$ cat src/rtl/regfile_exec_seq.sv
// Execute/sequencer stage feeding a 2R/1W register RAM: read, execute, write back, done pulse.
// Optional multiplier for op 10 is enabled by defining EXEC_MUL_EN.
module regfile_exec_seq #(
   parameter int DW = 32,
   parameter int AW = 8
) (
   input  logic          clk,
   input  logic          rst,
   input  logic          instr_valid,
   output logic          instr_ready,
   input  logic [3:0]    instr_op,
   input  logic [AW-1:0] instr_rs1,
   input  logic [AW-1:0] instr_rs2,
   input  logic [AW-1:0] instr_rd,
   output logic [AW-1:0] addr_a,
   output logic [AW-1:0] addr_b,
   input  logic [DW-1:0] data_a,
   input  logic [DW-1:0] data_b,
   output logic [AW-1:0] addr_wr,
   output logic [DW-1:0] data_in,
   output logic          we,
   output logic          done,
   output logic [DW-1:0] result,
   output logic          illegal
);

   localparam logic [1:0] S_IDLE = 2'd0;
   localparam logic [1:0] S_READ = 2'd1;
   localparam logic [1:0] S_EXEC = 2'd2;
   localparam logic [1:0] S_WB   = 2'd3;

   localparam logic [3:0] OP_ADD  = 4'd0;
   localparam logic [3:0] OP_SUB  = 4'd1;
   localparam logic [3:0] OP_AND  = 4'd2;
   localparam logic [3:0] OP_OR   = 4'd3;
   localparam logic [3:0] OP_XOR  = 4'd4;
   localparam logic [3:0] OP_SLL  = 4'd5;
   localparam logic [3:0] OP_SRL  = 4'd6;
   localparam logic [3:0] OP_SRA  = 4'd7;
   localparam logic [3:0] OP_SLT  = 4'd8;
   localparam logic [3:0] OP_SLTU = 4'd9;
   localparam logic [3:0] OP_MUL  = 4'd10;

   logic [1:0]    state_q, state_d;
   logic          instr_ready_q, instr_ready_d;
   logic [3:0]    op_q, op_d;
   logic [AW-1:0] rd_q, rd_d;
   logic [AW-1:0] addr_a_q, addr_a_d;
   logic [AW-1:0] addr_b_q, addr_b_d;
   logic [AW-1:0] addr_wr_q, addr_wr_d;
   logic [DW-1:0] data_in_q, data_in_d;
   logic          we_q, we_d;
   logic          done_q, done_d;
   logic [DW-1:0] result_q, result_d;
   logic          illegal_q, illegal_d;

   logic [DW-1:0] alu_res;
   logic          op_legal;
   logic [4:0]    shamt;

   // op_q stays latched through WB, so legality is re-derived there instead of being stored
   always_comb begin
      alu_res  = '0;
      op_legal = 1'b1;
      shamt    = data_b[4:0];
      case (op_q)
         OP_ADD:  alu_res = data_a + data_b;
         OP_SUB:  alu_res = data_a - data_b;
         OP_AND:  alu_res = data_a & data_b;
         OP_OR:   alu_res = data_a | data_b;
         OP_XOR:  alu_res = data_a ^ data_b;
         OP_SLL:  alu_res = data_a << shamt;
         OP_SRL:  alu_res = data_a >> shamt;
         OP_SRA:  alu_res = $signed(data_a) >>> shamt;
         OP_SLT:  alu_res = {{(DW-1){1'b0}}, ($signed(data_a) < $signed(data_b))};
         OP_SLTU: alu_res = {{(DW-1){1'b0}}, (data_a < data_b)};
`ifdef EXEC_MUL_EN
         OP_MUL:  alu_res = data_a * data_b;
`else
         OP_MUL:  op_legal = 1'b0;
`endif
         default: op_legal = 1'b0;
      endcase
   end

   always_comb begin
      state_d       = state_q;
      instr_ready_d = instr_ready_q;
      op_d          = op_q;
      rd_d          = rd_q;
      addr_a_d      = addr_a_q;
      addr_b_d      = addr_b_q;
      addr_wr_d     = addr_wr_q;
      data_in_d     = data_in_q;
      we_d          = 1'b0;
      done_d        = 1'b0;
      result_d      = result_q;
      illegal_d     = 1'b0;
      case (state_q)
         S_IDLE: begin
            // ready comes up one edge after reset release, then gates acceptance
            instr_ready_d = 1'b1;
            if (instr_valid && instr_ready_q) begin
               op_d          = instr_op;
               rd_d          = instr_rd;
               addr_a_d      = instr_rs1;
               addr_b_d      = instr_rs2;
               instr_ready_d = 1'b0;
               state_d       = S_READ;
            end
         end
         S_READ: state_d = S_EXEC;
         S_EXEC: begin
            data_in_d = op_legal ? alu_res : '0;
            addr_wr_d = rd_q;
            we_d      = op_legal && (rd_q != '0);
            state_d   = S_WB;
         end
         default: begin
            done_d        = 1'b1;
            result_d      = data_in_q;
            illegal_d     = !op_legal;
            instr_ready_d = 1'b1;
            state_d       = S_IDLE;
         end
      endcase
   end

   always_ff @(posedge clk or posedge rst) begin
      if (rst) begin
         state_q       <= S_IDLE;
         instr_ready_q <= 1'b0;
         op_q          <= '0;
         rd_q          <= '0;
         addr_a_q      <= '0;
         addr_b_q      <= '0;
         addr_wr_q     <= '0;
         data_in_q     <= '0;
         we_q          <= 1'b0;
         done_q        <= 1'b0;
         result_q      <= '0;
         illegal_q     <= 1'b0;
      end else begin
         state_q       <= state_d;
         instr_ready_q <= instr_ready_d;
         op_q          <= op_d;
         rd_q          <= rd_d;
         addr_a_q      <= addr_a_d;
         addr_b_q      <= addr_b_d;
         addr_wr_q     <= addr_wr_d;
         data_in_q     <= data_in_d;
         we_q          <= we_d;
         done_q        <= done_d;
         result_q      <= result_d;
         illegal_q     <= illegal_d;
      end
   end

   assign instr_ready = instr_ready_q;
   assign addr_a      = addr_a_q;
   assign addr_b      = addr_b_q;
   assign addr_wr     = addr_wr_q;
   assign data_in     = data_in_q;
   assign we          = we_q;
   assign done        = done_q;
   assign result      = result_q;
   assign illegal     = illegal_q;

endmodule
$ cat config.mk
export PLATFORM = sky130hd
export DESIGN_NAME = regfile_exec_seq
export DESIGN_NICKNAME = d
export VERILOG_FILES = /design/src/rtl/regfile_exec_seq.sv
export SDC_FILE = /design/constraint.sdc
export NUM_CORES = 1
export LEC_CHECK = 0
export BUFFER_PORTS_ARGS = -buffer_cell sky130_fd_sc_hd__buf_4
export CAP_MARGIN = 20
export CORE_MARGIN = 4
export CORE_UTILIZATION = 40
export CTS_CLUSTER_DIAMETER = 100
export CTS_CLUSTER_SIZE = 10
export DETAILED_ROUTE_END_ITERATION = 16
export GPL_TIMING_DRIVEN = 0
export HOLD_SLACK_MARGIN = 0.06
export PLACE_DENSITY_LB_ADDON = 0.3
export SYNTH_ARGS = -nofsm -noshare
export SYNTH_HDL_FRONTEND = slang
export SYNTH_SLANG_ARGS = --single-unit
$ cat constraint.sdc
create_clock -name clk -period 3.58 [get_ports clk]
set_input_delay 0 -clock clk [delete_from_list [all_inputs] [get_ports clk]]
set_output_delay 0 -clock clk [all_outputs]
set_load 0.01 [all_outputs]
==> flow_metrics.env <==
export IMPL_hold_viol=0
export IMPL_yosys_area_top_type="dfrtp_1"
export IMPL_ioPinCount=187
export IMPL_vias=14100
export IMPL_synth_most_common_cell="a21oi_1"
export IMPL_hpwl_um=51300
export IMPL_cts_tree="yes"
export IMPL_die_h_um=183
export IMPL_netlist_top_cells_count="160 x a21oi_1, 148 x nor2_1, 117 x nand2_1"
export IMPL_drt_iter0_markers=1711
export IMPL_core_area_mm2=0.0300
export IMPL_hold_path_class="in2reg"
export IMPL_drt_wl_total_um=64000
export IMPL_layout_nets=1977
export IMPL_synth_seq_cells=106
export IMPL_crit_arrival_ns=3.79
export IMPL_grt_pass1_wl_um=91300
export IMPL_period_share=0.996
export IMPL_cts_max_level=3
export IMPL_netlist_instances=1547
export IMPL_start_kind="primary input"
export IMPL_maxCapViolations=0
export IMPL_fillers=2932
export IMPL_required_ns=3.80
export IMPL_drc=0
export IMPL_grt_max_degree=71
export IMPL_start_util=0.410
export IMPL_hold_start="data_a[31]"
export IMPL_root_buffer="clkbuf_16"
export IMPL_synth_area_mm2=0.0123
export IMPL_clock_sinks=106
export IMPL_numPortBuffers=186
export IMPL_die_w_um=183
export IMPL_setup_tns_ns=0
export IMPL_utilization=0.501
export IMPL_grt_use_total=0.366
export IMPL_ys_top_cells_by_area="dfrtp_1 22%, ha_1 10%, mux2_2 7.1%"
export IMPL_gp_congestion=1.08
export IMPL_synth_edf_count=0
export IMPL_yosysTopAreaCellShare=0.216
export IMPL_ys_flop_type="dfrtp_1"
export IMPL_overflow=0
export IMPL_dp_cells=2127
export IMPL_max_freq_mhz=281
export IMPL_peakVddDrop_mv=0.267
export IMPL_startpoint="data_b[3]"
export IMPL_rows=63
export IMPL_fp_dieArea_mm2=0.0336
export IMPL_finalMaxSlewViolations=0
export IMPL_outcome="complete, no violations"
export IMPL_crit_fanout=11
export IMPL_ys_warn_count=0
export IMPL_tightestPinTransition_ns=1.08
export IMPL_setup_violations=0
export IMPL_end_kind="flop"
export IMPL_first_pass_iters=5
export IMPL_syn_to_final_growth_pct=22.2
export IMPL_clk_pin_slew_ns=0.07
export IMPL_grt_pass1_vias=13300
export IMPL_cts_made_buffers=9
export IMPL_leakage_nw=6.74
export IMPL_drt_vias_per_instance=6.48
export IMPL_synth_nets=1747
export IMPL_r2r_start="op_q[0]$_DFFE_PP0P_"
export IMPL_layout_cells_non_filler=2173
export IMPL_clk_latency_ns=0.34
export IMPL_ant_nets=0
export IMPL_synth_seq_area_share=0.216
export IMPL_wl_per_cell_um=29.4
export IMPL_clockBufferDepth=2
export IMPL_finalPower_mw=8.66
export IMPL_fin_worst_skew_ns=0.00704
export IMPL_relSlewSlack=0.259
export IMPL_drive_above_1_share=0.206
export IMPL_syn_area_per_cell_um2=7.94
export IMPL_ys_async_sr_fraction=1.00
export IMPL_timing_hold_ws_ns=0.212
export IMPL_rsz0062_at_grt="no"
export IMPL_min_period_ns=3.56
export IMPL_antenna_found_initial=3
export IMPL_synth_distinct_cells=77
export IMPL_crit_type="in2reg"
export IMPL_pwr_density_cell_mw_per_mm2=577
[power by group]
part / switching, mW / total, mW / internal [mW] / leakage, nW
Sequential: 0.370 / 2.07 / 1.70 / 1.36
Clock: 0.433 / 1.00 / 0.567 / 0.148
Combinational: 3.50 / 5.60 / 2.10 / 5.23
Total: 4.30 / 8.66 / 4.36 / 6.74
[path summary, 6_finish.rpt]
path | to | slack, ns | depth (start not counted)
hold reg to reg | result[7]$_DFFE_PP0P_ | 0.51 | 1
max in group asynchronous | data_in[22]$_DFFE_PP0P_ | 2.64 | 4
min in group asynchronous | addr_b[7]$_DFFE_PP0P_ | 0.24 | 3
hold / removal | data_in[0]$_DFFE_PP0P_ | 0.21 | 4
setup / recovery | data_in[21]$_DFFE_PP0P_ | 0.02 | 15
setup reg to reg | data_in[6]$_DFFE_PP0P_ | 0.07 | 8
[state kept, by name, indices dropped and copies added (netlist names), 2 cells and up]
signal   cells
result      32
state_q      2
addr_wr      8
addr_b       8
rd_q         8
data_in     32
addr_a       8
op_q         4
[placed cells by master, fill, tap and decap left out, types with 12 or more instances in the layout]
cell           count
nand2b_1          16
nand3_1           22
dfrtp_1          106
o21ai_0          112
a22oi_1           12
mux2_2            77
a21oi_1          159
clkbuf_1          85
buf_1             13
nor2b_1           18
a21o_1            14
dlygate4sd3_1     30
buf_4            190
nand2_1          117
nor2_1           147
a211oi_1          30
mux4_2            22
a31oi_1           23
o211ai_1          25
a221oi_1          22
xnor2_1           19
nor3_1            27
inv_1             98
ha_1             102
mux2i_1           59
[kinds of logic after synthesis]
logic type | share of synthesized area
AO/OA/AOI/OAI | 0.275
XOR/XNOR | 0.0200
adder cells (fa/ha/maj) | 0.108
buffers and inverters | 0.0702
flip-flops | 0.216
multiplexers | 0.161
AND/OR/NAND/NOR | 0.150
[final cells by class]
cell class | count | area, µm² | share of cell area
timing repair buffer | 223 | 1760 | 0.117
buffer | 118 | 507 | 0.0338
multi-input combinational | 1217 | 8900 | 0.593
clock buffer | 11 | 243 | 0.0162
clock inverter | 5 | 62.6 | 0.00417
inverter | 102 | 392 | 0.0261
sequential | 106 | 2650 | 0.177
tap | 390 | 488 | 0.0325
antenna | 1 | 2.50 | 0.000167
[critical path, cell delays in order]
cell and delay, ns:
buf_4 0.15, clkinvlp_4 0.15, buf_4 0.26, clkbuf_8 0.26, ha_2 0.36, inv_1 0.13
o311a_1 0.25, o221a_2 0.27, o31ai_4 0.11, a2111o_1 0.52, a2111oi_4 0.35, o22ai_2 0.15
mux2i_2 0.23, xnor2_2 0.17, a221o_1 0.39
[routing by layer]
| layer | share of wire | track usage | vias up |
|---|---|---|---|
| li1 | - | - | 6114 |
| met1 | 0.40 | 0.489 | 6791 |
| met2 | 0.43 | 0.556 | 1015 |
| met3 | 0.12 | 0.0990 | 152 |
| met4 | 0.049 | 0.163 | 2 |
| met5 | 0.00020 | 0 | - |
[per-stage QoR]
step	setup WS [ns]	instance area, µm²
after detailed placement	-1.62	14200
after global routing	0.0269	15000
after floorplan	0.0869	12300
after CTS	0.000256	14900
after global placement	-1.74	14200
final	0.0151	15000
[timing repair]
action	in CTS	in global routing
setup endpoints to repair	28	20
resized for setup	29	29
hold buffers	30	0
pin swaps	0	7
buffers inserted	0	3
endpoints found under the hold margin	66	0
Power figures use the tool's default switching activity.
